## src/rtl/addsub_pkg.sv

```systemverilog
// Shared types and helpers for the chunk-serial adder/subtractor.
// Latency: n/a (declarations only).
// Backpressure: n/a.
package addsub_pkg;

  typedef enum logic [1:0] {
    IDLE = 2'd0,
    RUN  = 2'd1,
    DONE = 2'd2
  } addsub_state_t;

  localparam logic OP_ADD = 1'b1;
  localparam logic OP_SUB = 1'b0;

  // Signed saturation limit for a dw-bit result (dw <= 64).
  // sign=0 -> 0x7FF..F, sign=1 -> 0x800..0; caller truncates to dw bits.
  function automatic logic [63:0] sat_value(input logic sign, input int dw);
    logic [63:0] v;
    v = 64'd1 << (dw - 1);
    if (!sign) begin
      v = v - 64'd1;
    end
    return v;
  endfunction

endpackage

```

## src/rtl/addsub_chunk.sv

```systemverilog
// CW-bit ripple adder slice; also exposes the carry into its top bit for overflow detection.
// Latency: combinational.
// Backpressure: n/a.
module addsub_chunk
  import addsub_pkg::*;
#(
  parameter int CW = 8
) (
  input  logic [CW-1:0] a,
  input  logic [CW-1:0] b,
  input  logic          cin,
  output logic [CW-1:0] sum,
  output logic          cout,
  output logic          c_msb_in
);

  logic [CW:0] w_c;

  assign w_c[0] = cin;

  for (genvar i = 0; i < CW; i++) begin : g_bit
    full_adder u_fa (
      .a   (a[i]),
      .b   (b[i]),
      .cin (w_c[i]),
      .s   (sum[i]),
      .cout(w_c[i+1])
    );
  end

  assign cout     = w_c[CW];
  assign c_msb_in = w_c[CW-1];

endmodule

```

## src/rtl/full_adder.sv

```systemverilog
// Single-bit full adder cell built from two half adders.
// Latency: combinational.
// Backpressure: n/a.
module full_adder (
  input  logic a,
  input  logic b,
  input  logic cin,
  output logic s,
  output logic cout
);

  logic w_s1;
  logic w_c1;
  logic w_c2;

  half_adder u_ha0 (.a(a),    .b(b),   .s(w_s1), .c(w_c1));
  half_adder u_ha1 (.a(w_s1), .b(cin), .s(s),    .c(w_c2));

  assign cout = w_c1 | w_c2;

endmodule

```

## src/rtl/half_adder.sv

```systemverilog
// Single-bit half adder cell.
// Latency: combinational.
// Backpressure: n/a.
module half_adder (
  input  logic a,
  input  logic b,
  output logic s,
  output logic c
);

  assign s = a ^ b;
  assign c = a & b;

endmodule

```

## src/rtl/addsub_seq.sv

```systemverilog
// Chunk-serial DW-bit add/subtract, LSB chunk first, one CW-bit chunk per clock; optional saturation via ADDSUB_SAT_EN.
// Latency: start accepted at edge E0, busy for DW/CW cycles, done pulses in cycle DW/CW+1.
// Backpressure: start is ignored while busy; a start in the done cycle is accepted back-to-back.
module addsub_seq
  import addsub_pkg::*;
#(
  parameter int DW = 32,
  parameter int CW = 8
) (
  input  logic          clk,
  input  logic          reset,
  input  logic          start,
  input  logic          add_sub,
  input  logic [DW-1:0] dataa,
  input  logic [DW-1:0] datab,
  output logic          busy,
  output logic          done,
  output logic [DW-1:0] result,
  output logic          carry_out,
  output logic          overflow
);

  localparam int NCHUNK = DW / CW;
  localparam int CNTW   = (NCHUNK > 1) ? $clog2(NCHUNK) : 1;

  addsub_state_t r_state;
  addsub_state_t w_next;

  logic [DW-1:0]   r_a;
  logic [DW-1:0]   r_b;       // already inverted for subtract
  logic            r_carry;
  logic [CNTW-1:0] r_cnt;
  logic [DW-1:0]   r_result;
  logic            r_cout;
  logic            r_ovf;

  logic [CW-1:0]   w_sum;
  logic            w_cout;
  logic            w_cmsb;
  logic            w_last;
  logic            w_accept;
  logic            w_ovf;

  addsub_chunk #(.CW(CW)) u_chunk (
    .a       (r_a[r_cnt*CW +: CW]),
    .b       (r_b[r_cnt*CW +: CW]),
    .cin     (r_carry),
    .sum     (w_sum),
    .cout    (w_cout),
    .c_msb_in(w_cmsb)
  );

  assign w_last   = (r_cnt == CNTW'(NCHUNK - 1));
  // A new request is taken whenever no chunk work is in flight (IDLE or DONE).
  assign w_accept = start && (r_state != RUN);
  assign w_ovf    = w_cmsb ^ w_cout;

`ifdef ADDSUB_SAT_EN
  // Overflow implies both effective operand signs agree, so A's sign picks the limit.
  logic [DW-1:0] w_sat;
  assign w_sat = DW'(sat_value(r_a[DW-1], DW));
`endif

  // State register.
  always_ff @(posedge clk) begin
    if (reset) begin
      r_state <= IDLE;
    end else begin
      r_state <= w_next;
    end
  end

  // Next-state logic.
  always_comb begin
    w_next = r_state;
    case (r_state)
      IDLE:    if (start) w_next = RUN;
      RUN:     if (w_last) w_next = DONE;
      DONE:    w_next = start ? RUN : IDLE;
      default: w_next = IDLE;
    endcase
  end

  // Operand capture, per-chunk result write, carry chain and flag update.
  always_ff @(posedge clk) begin
    if (reset) begin
      r_a      <= '0;
      r_b      <= '0;
      r_carry  <= 1'b0;
      r_cnt    <= '0;
      r_result <= '0;
      r_cout   <= 1'b0;
      r_ovf    <= 1'b0;
    end else if (w_accept) begin
      r_a     <= dataa;
      r_b     <= (add_sub == OP_ADD) ? datab : ~datab;
      r_carry <= (add_sub == OP_SUB);
      r_cnt   <= '0;
    end else if (r_state == RUN) begin
      r_result[r_cnt*CW +: CW] <= w_sum;
      r_carry                  <= w_cout;
      if (w_last) begin
        r_cnt  <= '0;
        r_cout <= w_cout;
        r_ovf  <= w_ovf;
`ifdef ADDSUB_SAT_EN
        if (w_ovf) begin
          r_result <= w_sat;
        end
`endif
      end else begin
        r_cnt <= r_cnt + CNTW'(1);
      end
    end
  end

  assign busy      = (r_state == RUN);
  assign done      = (r_state == DONE);
  assign result    = r_result;
  assign carry_out = r_cout;
  assign overflow  = r_ovf;

endmodule
```

## config.mk

```make
export PLATFORM = sky130hd
export DESIGN_NAME = addsub_seq
export DESIGN_NICKNAME = d
export VERILOG_FILES = /design/src/rtl/addsub_pkg.sv /design/src/rtl/addsub_chunk.sv /design/src/rtl/full_adder.sv /design/src/rtl/half_adder.sv /design/src/rtl/addsub_seq.sv
export SDC_FILE = /design/constraint.sdc
export NUM_CORES = 1
export LEC_CHECK = 0
export ABC_AREA = 0
export CAP_MARGIN = 40
export CORE_MARGIN = 2
export CORE_UTILIZATION = 36
export DETAILED_ROUTE_END_ITERATION = 7
export MAX_ROUTING_LAYER = met4
export SKIP_LAST_GASP = 1
export SLEW_MARGIN = 10
export SYNTH_ARGS = -nofsm -noshare
export SYNTH_HDL_FRONTEND = slang
export SYNTH_SLANG_ARGS = --single-unit
export TNS_END_PERCENT = 10
```

## constraint.sdc

```tcl
create_clock -name clk -period 4.74 [get_ports clk]
set_input_delay 0.474 -clock clk [delete_from_list [all_inputs] [get_ports clk]]
set_output_delay 0.474 -clock clk [all_outputs]
set_load 0.005 [all_outputs]
```

==> impl_results.md, run 1 <==
* CTS H-tree lvls at 3
* Die Wd at 119 um
* Final period utilization at 95.1%
* Post-synthesis xor/xnor area fraction at 6.04%
* Die Y at 119 um
* Synth cell types at 31
* Crit Path Max Fanout at 8
* Initial drt markers at 315
* LEAKAGE at 2.11 nW
* Post-Synth Adder-Cell Area at 4.92%
* Seq/Total Area, Yosys at 43.1%
* CTS Root Cell: clkbuf_16
* Vias per inst at 5.14
* Tightest Hold Check Type: flop to flop
* Gpl congestion at 0.837
* Hold-fix buffers, CTS at 0
* Diodes inserted at 0
* CTS tree: done
* Rel. slew slack at 41.0%
* Worst slack at placement at 0.254 ns
* Vias in the first global route at 3831
* Antenna-violating nets left at 0
* Port bufs at 103
* Total power at 1.93 mW
* Post-synth EDFFs at 0
* Pwr dens at 315 nW/um2
* Fin Clk Skew at 0.00788 ns
* Critical path capture point type: flop
* GR Overflow Total at 0
* Top area cells in the synthesized netlist: dfxtp_1, mux4_2, a21oi_1
* First-pass GRT wire length at 20100 um
* Post-DP HPWL at 8780 um
* CTS Buf Count at 9
* Compound-Gate Fraction of Synth Area at 20.7%
* Drt first pass iters at 4
* Initial antenna violation count at 0
* Ys flop type: dfxtp_1
* Synth Register Bits at 103
* Setup TNS at 0 ns
* Via count at 3868
* Simple-gate portion of the synthesized area at 10.7%
* Status: complete, no violations
* Synth area leader: dfxtp_1
* Top-Level Pins at 104
* DR DRC count at 0
* CTS sink cnt at 103
* Drt wl/cell at 16.1 um
* Most frequent cells in the layout: dfxtp_1, clkdlybuf4s50_1, a21oi_1, nand3_1, o21ai_0
* Final hold vios at 0
* Nets at 654
* Final setup violation count at 0
* RSZ-0062 raised after global routing: no
* Total GRT Usage at 18.3%
* Final wirelength at 12100 um
* Fmax achieved at 222 MHz
* CTS clock-pin slew for the worst setup and hold paths at 0.07 ns
* Worst-Skew Late Latency at 0.34 ns
* Worst Setup Start Kind: flop
* Setup WS post-layout at 0.233 ns
* Max IR drop VDD at 160 uV
* Area Overhead vs Synth at 28.2%
* Worst path required time at 4.97 ns
* Slew Viols, Final at 0
* Setup bufs post-CTS at 0
* Core area at 13100 um2
* Mapped Avg Cell Area at 9.63 um2
* CTS Buffer Depth at 2
* Synth top area share at 43.1%
* Setup Crit Path Kind: flop to flop
* Main combinational cell family by area after synthesis: compound AO/OA/AOI/OAI gates
* Actual slew at the worst max-slew pin at 0.886 ns
* Async SR Flop Fraction at 0%
* Pin count of the biggest net entering global routing at 72
* Syn nets at 579
* Cell Area, Synth at 4790 um2
* Die area at 14200 um2
* Most common cell after layout, fill and taps aside: dfxtp_1
* Mux cell area share after synthesis at 7.95%
* CTS resizes at 0
* Critical Path AT at 4.74 ns
* Tmin final at 4.51 ns
* Layout cells sized above 1 at 9.20%
* Final Core Density at 46.7%
* Synth Instances at 497
* Yosys warning count at 0
* Rows at 42
* Max cap viols at 0
* Starting density of the core at 36.4%
==> routing by layer <==
layer,wire length [um],share of wire (%),GRT usage (%),up-vias
met5,0,0,-,-
met4,90,0.75,3.53,0
met3,562,4.7,3.59,7
met2,5700,47,28.3,104
met1,5720,47,25.3,1831
li1,-,-,-,1926
==> report_power, final <==
part           switching, mW  total, mW  internal, mW
Sequential            0.0262      0.933         0.907
Combinational          0.158      0.302         0.144
Clock                  0.332      0.695         0.363
==> cell families (layout without fill, tap and decap cells) <==
kind of cell,after synthesis,after routing
AND/OR/NAND/NOR,94,94
multiplexers,18,18
XOR/XNOR,33,33
buffers and inverters,66,145
AO/OA/AOI/OAI,169,169
adder cells (fa/ha/maj),14,14
flip-flops,103,103
==> synthesized netlist by cell type, types with 2 or more instances <==
| cell | number |
|---|---|
| o21ai_0 | 61 |
| a21oi_2 | 4 |
| dfxtp_1 | 103 |
| mux2i_1 | 2 |
| clkbuf_1 | 26 |
| nor4_4 | 3 |
| nand2_1 | 6 |
| nand2b_1 | 2 |
| ha_1 | 6 |
| inv_1 | 16 |
| nand3_1 | 65 |
| fa_1 | 8 |
| xnor2_1 | 33 |
| o21ai_1 | 3 |
| buf_6 | 7 |
| buf_2 | 13 |
| a21oi_1 | 66 |
| mux4_2 | 16 |
| a22o_1 | 32 |
| nor2_1 | 10 |
| buf_1 | 2 |
| inv_2 | 2 |
| nor2b_1 | 3 |
==> final cells by class <==
| cell class | instances | area (um2) |
|---|---|---|
| Tap cell | 176 | 220 |
| Inverter | 18 | 67.6 |
| Clock buffer | 9 | 225 |
| Clock inverter | 6 | 55.1 |
| Timing Repair Buffer | 112 | 1100 |
| Sequential cell | 103 | 2060 |
| Multi-Input combinational cell | 328 | 2410 |
| Fill cell | 1271 | 7000 |
==> worst paths after layout <==
| check | from | to | slack (ns) | cells past startpoint |
|---|---|---|---|---|
| setup reg to reg | r_cnt[1] | result[23] | 0.23 | 13 |
| hold reg to reg | r_a[8] | r_a[8] | 0.48 | 2 |
| setup / recovery | r_cnt[1] | result[23] | 0.23 | 13 |
| hold / removal | r_a[8] | r_a[8] | 0.48 | 2 |
==> worst max-delay path, cell delays in order (launching register included) <==
cell	delay, ns
dfxtp_1	0.52
mux4_2	0.28
fa_1	0.16
inv_1	0.06
fa_1	0.43
fa_1	0.39
fa_1	0.39
fa_1	0.42
fa_1	0.41
fa_1	0.41
inv_1	0.09
fa_1	0.40
nor2b_1	0.18
a22o_1	0.25
==> sequential cells by signal (all words and copies together) (netlist names) <==
| name | flops |
|---|---|
| r_b | 32 |
| result | 32 |
| r_state | 2 |
| overflow | 1 |
| r_carry | 1 |
| r_a | 32 |
| r_cnt | 2 |
| carry_out | 1 |
==> metrics by stage <==
| stage | hold WS, ns | cells | instance area, um2 |
|---|---|---|---|
| global placement | 0.462 | 736 | 5840 |
| global route | 0.493 | 752 | 6140 |
| floorplan | 0.446 | 497 | 4790 |
| finish | 0.476 | 752 | 6140 |
| CTS | 0.476 | 751 | 6120 |
| detailed placement | 0.464 | 736 | 5840 |
Note: power is estimated with default switching activity, not from simulation.
==> inputs of run 2 (changes only) <==
- CELL_PAD_IN_SITES_DETAIL_PLACEMENT: default -> 0
- CELL_PAD_IN_SITES_GLOBAL_PLACEMENT: default -> 1
- CORE_UTILIZATION: 36 -> 35
- PLACE_DENSITY_LB_ADDON: default -> 0.1
==> run 2 against run 1 <==
Against the previous run:
- final cell count rose by 0.27%
- global-route usage down 0.41 points
- worst hold slack gained 0.0020 ns
- first-iteration DRC count fell by 29%
- sequential share of layout area shrank 0.26 points
- sequential power about the same
- flip-flop and latch count did not move
- die area up 2.8%
- highest routed layer unchanged
==> impl_results.md, run 2 (synthesis results as in run 1) <==
* Status: complete, no violations (unchanged)
* Slowest CP cell: fa_1 (was dfxtp_1)
* Worst Setup Start Kind: flop (unchanged)
* Pin count of the biggest net entering global routing at 72 (unchanged)
* Vias in the first global route at 3752 (was 3831)
* Starting density of the core at 36.0% (was 36.4%)
* Final hold vios at 0 (unchanged)
* Via count at 3864 (was 3868)
* Tmin final at 4.36 ns (was 4.51 ns)
* Crit Path Max Fanout at 4 (was 8)
* Setup Crit Path Kind: flop to flop (unchanged)
* Drt first pass iters at 4 (unchanged)
* Setup TNS at 0 ns (unchanged)
* Drt wl/cell at 16.2 um (was 16.1 um)
* Total GRT Usage at 17.9% (was 18.3%)
* Die Wd at 121 um (was 119 um)
* Final wirelength at 12200 um (was 12100 um)
* Total power at 1.94 mW (was 1.93 mW)
* Top-Level Pins at 104 (unchanged)
* Initial antenna violation count at 0 (unchanged)
* Diodes inserted at 0 (unchanged)
* Nets at 656 (was 654)
* Fin Clk Skew at 0.00855 ns (was 0.00788 ns)
* GR Overflow Total at 0 (unchanged)
* Actual slew at the worst max-slew pin at 0.860 ns (was 0.886 ns)
* Rel. slew slack at 42.7% (was 41.0%)
* Die Y at 121 um (was 119 um)
* CTS clock-pin slew for the worst setup and hold paths at 0.07 ns (about the same)
* Setup bufs post-CTS at 0 (unchanged)
* Critical Path Start: r_cnt[0] (was r_cnt[1])
* Layout cells sized above 1 at 9.52% (was 9.20%)
* Initial drt markers at 223 (was 315)
* Final period utilization at 92.0% (was 95.1%)
* Max cap viols at 0 (unchanged)
* Gpl congestion at 0.797 (was 0.837)
* CTS sink cnt at 103 (unchanged)
* CP cell instances: mux4_2 -> fa_1 -> inv_1 -> fa_1 -> fa_1 -> fa_1 -> fa_1 -> fa_1 -> fa_1 -> inv_1 -> fa_1 -> nor2b_1 -> a22o_1 (unchanged)
* CTS resizes at 0 (unchanged)
* DR DRC count at 0 (unchanged)
* CTS Buffer Depth at 2 (unchanged)
* Fmax achieved at 229 MHz (was 222 MHz)
* RSZ-0062 raised after global routing: no (unchanged)
* Min-delay src: r_a[1] (was r_a[8])
* Worst path required time at 4.97 ns (about the same)
* Critical path capture point type: flop (unchanged)
* CTS Buf Count at 9 (unchanged)
* Tightest Hold Check Type: flop to flop (unchanged)
* Slew Viols, Final at 0 (unchanged)
* Worst-Skew Late Latency at 0.34 ns (about the same)
* Worst path most repeated cell: fa_1 (unchanged)
* Area Overhead vs Synth at 29.2% (was 28.2%)
* First-pass GRT wire length at 20000 um (was 20100 um)
* Reg-to-Reg Start: r_cnt[0] (was r_cnt[1])
* Die area at 14600 um2 (was 14200 um2)
* Max IR drop VDD at 169 uV (was 160 uV)
* Pwr dens at 314 nW/um2 (was 315 nW/um2)
* Post-DP HPWL at 9020 um (was 8780 um)
* Vias per inst at 5.12 (was 5.14)
* Critical Path AT at 4.59 ns (was 4.74 ns)
* CTS Root Cell: clkbuf_16 (unchanged)
* Port bufs at 103 (unchanged)
* LEAKAGE at 2.13 nW (was 2.11 nW)
* Most frequent cells in the layout: dfxtp_1, clkdlybuf4s50_1, a21oi_1, nand3_1, o21ai_0 (unchanged)
* Rows at 42 (unchanged)
* Largest stage delay on the critical path at 0.45 ns (was 0.52 ns)
* Final setup violation count at 0 (unchanged)
* Hold-fix buffers, CTS at 0 (unchanged)
* Antenna-violating nets left at 0 (unchanged)
* CTS tree: done (unchanged)
* Most common cell after layout, fill and taps aside: dfxtp_1 (unchanged)
* Core area at 13300 um2 (was 13100 um2)
* CTS H-tree lvls at 3 (unchanged)
[run 2: cell types whose count changed in the layout (fill, tap and decap cells not counted), sizes merged]
cell | previous run | this run
buf | 12 | 14
[run 2: where the power goes]
| group | leakage, nW | switching (mW) | total, mW | internal [mW] |
|---|---|---|---|---|
| combinational | 1.16 | 0.162 | 0.310 | 0.148 |
| clock | 0.132 | 0.334 | 0.697 | 0.363 |
| sequential | 0.841 | 0.0252 | 0.932 | 0.907 |
| total | 2.13 | 0.521 | 1.94 | 1.42 |
[run 2: cell type report]
cell class              count  area (um2)
well taps                 176         220
fillers                  1301        7110
inverters                  18        67.6
clock buffers               9         225
clock inverters             6        55.1
repair buffers            114        1140
multi-input cells         328        2410
flip-flops and latches    103        2060
[run 2: final timing paths]
path / endpoint / slack (ns) / cells past startpoint
worst min-delay path: r_a[1] / 0.48 / 2
worst min register to register: r_a[1] / 0.48 / 2
worst max register to register: result[23] / 0.38 / 13
worst max-delay path: result[23] / 0.38 / 13
[run 2: critical path: cells and delay by family (launching register included)]
family	cells	cell delay [ns]
and+or+nand+nor	1	0.18
adders and majority gates	8	3.01
buffers and inverters	2	0.14
muxes	1	0.37
DFF	1	0.34
AOI/OAI and AO/OA	1	0.21
[run 2: routing by layer]
layer / up-vias / track usage [%] / share of wire (%)
li1: 1927 / - / -
met1: 1832 / 25.2 / 50
met2: 90 / 27.2 / 45
met3: 15 / 2.26 / 3.9
met4: 0 / 4.94 / 1.3
met5: - / - / 0
[run 2: metrics by stage]
stage	cells	utilization (%)	area, um2	worst slack, ns	hold WS (ns)
3_3_place_gp	736	43.9	5840	0.383	0.462
6_report	754	46.5	6180	0.382	0.478
4_1_cts	754	46.5	6180	0.376	0.476
5_1_grt	754	46.5	6180	0.169	0.497
3_5_place_dp	739	44.4	5900	0.398	0.455
2_1_floorplan	497	-	4790	0.109	0.446
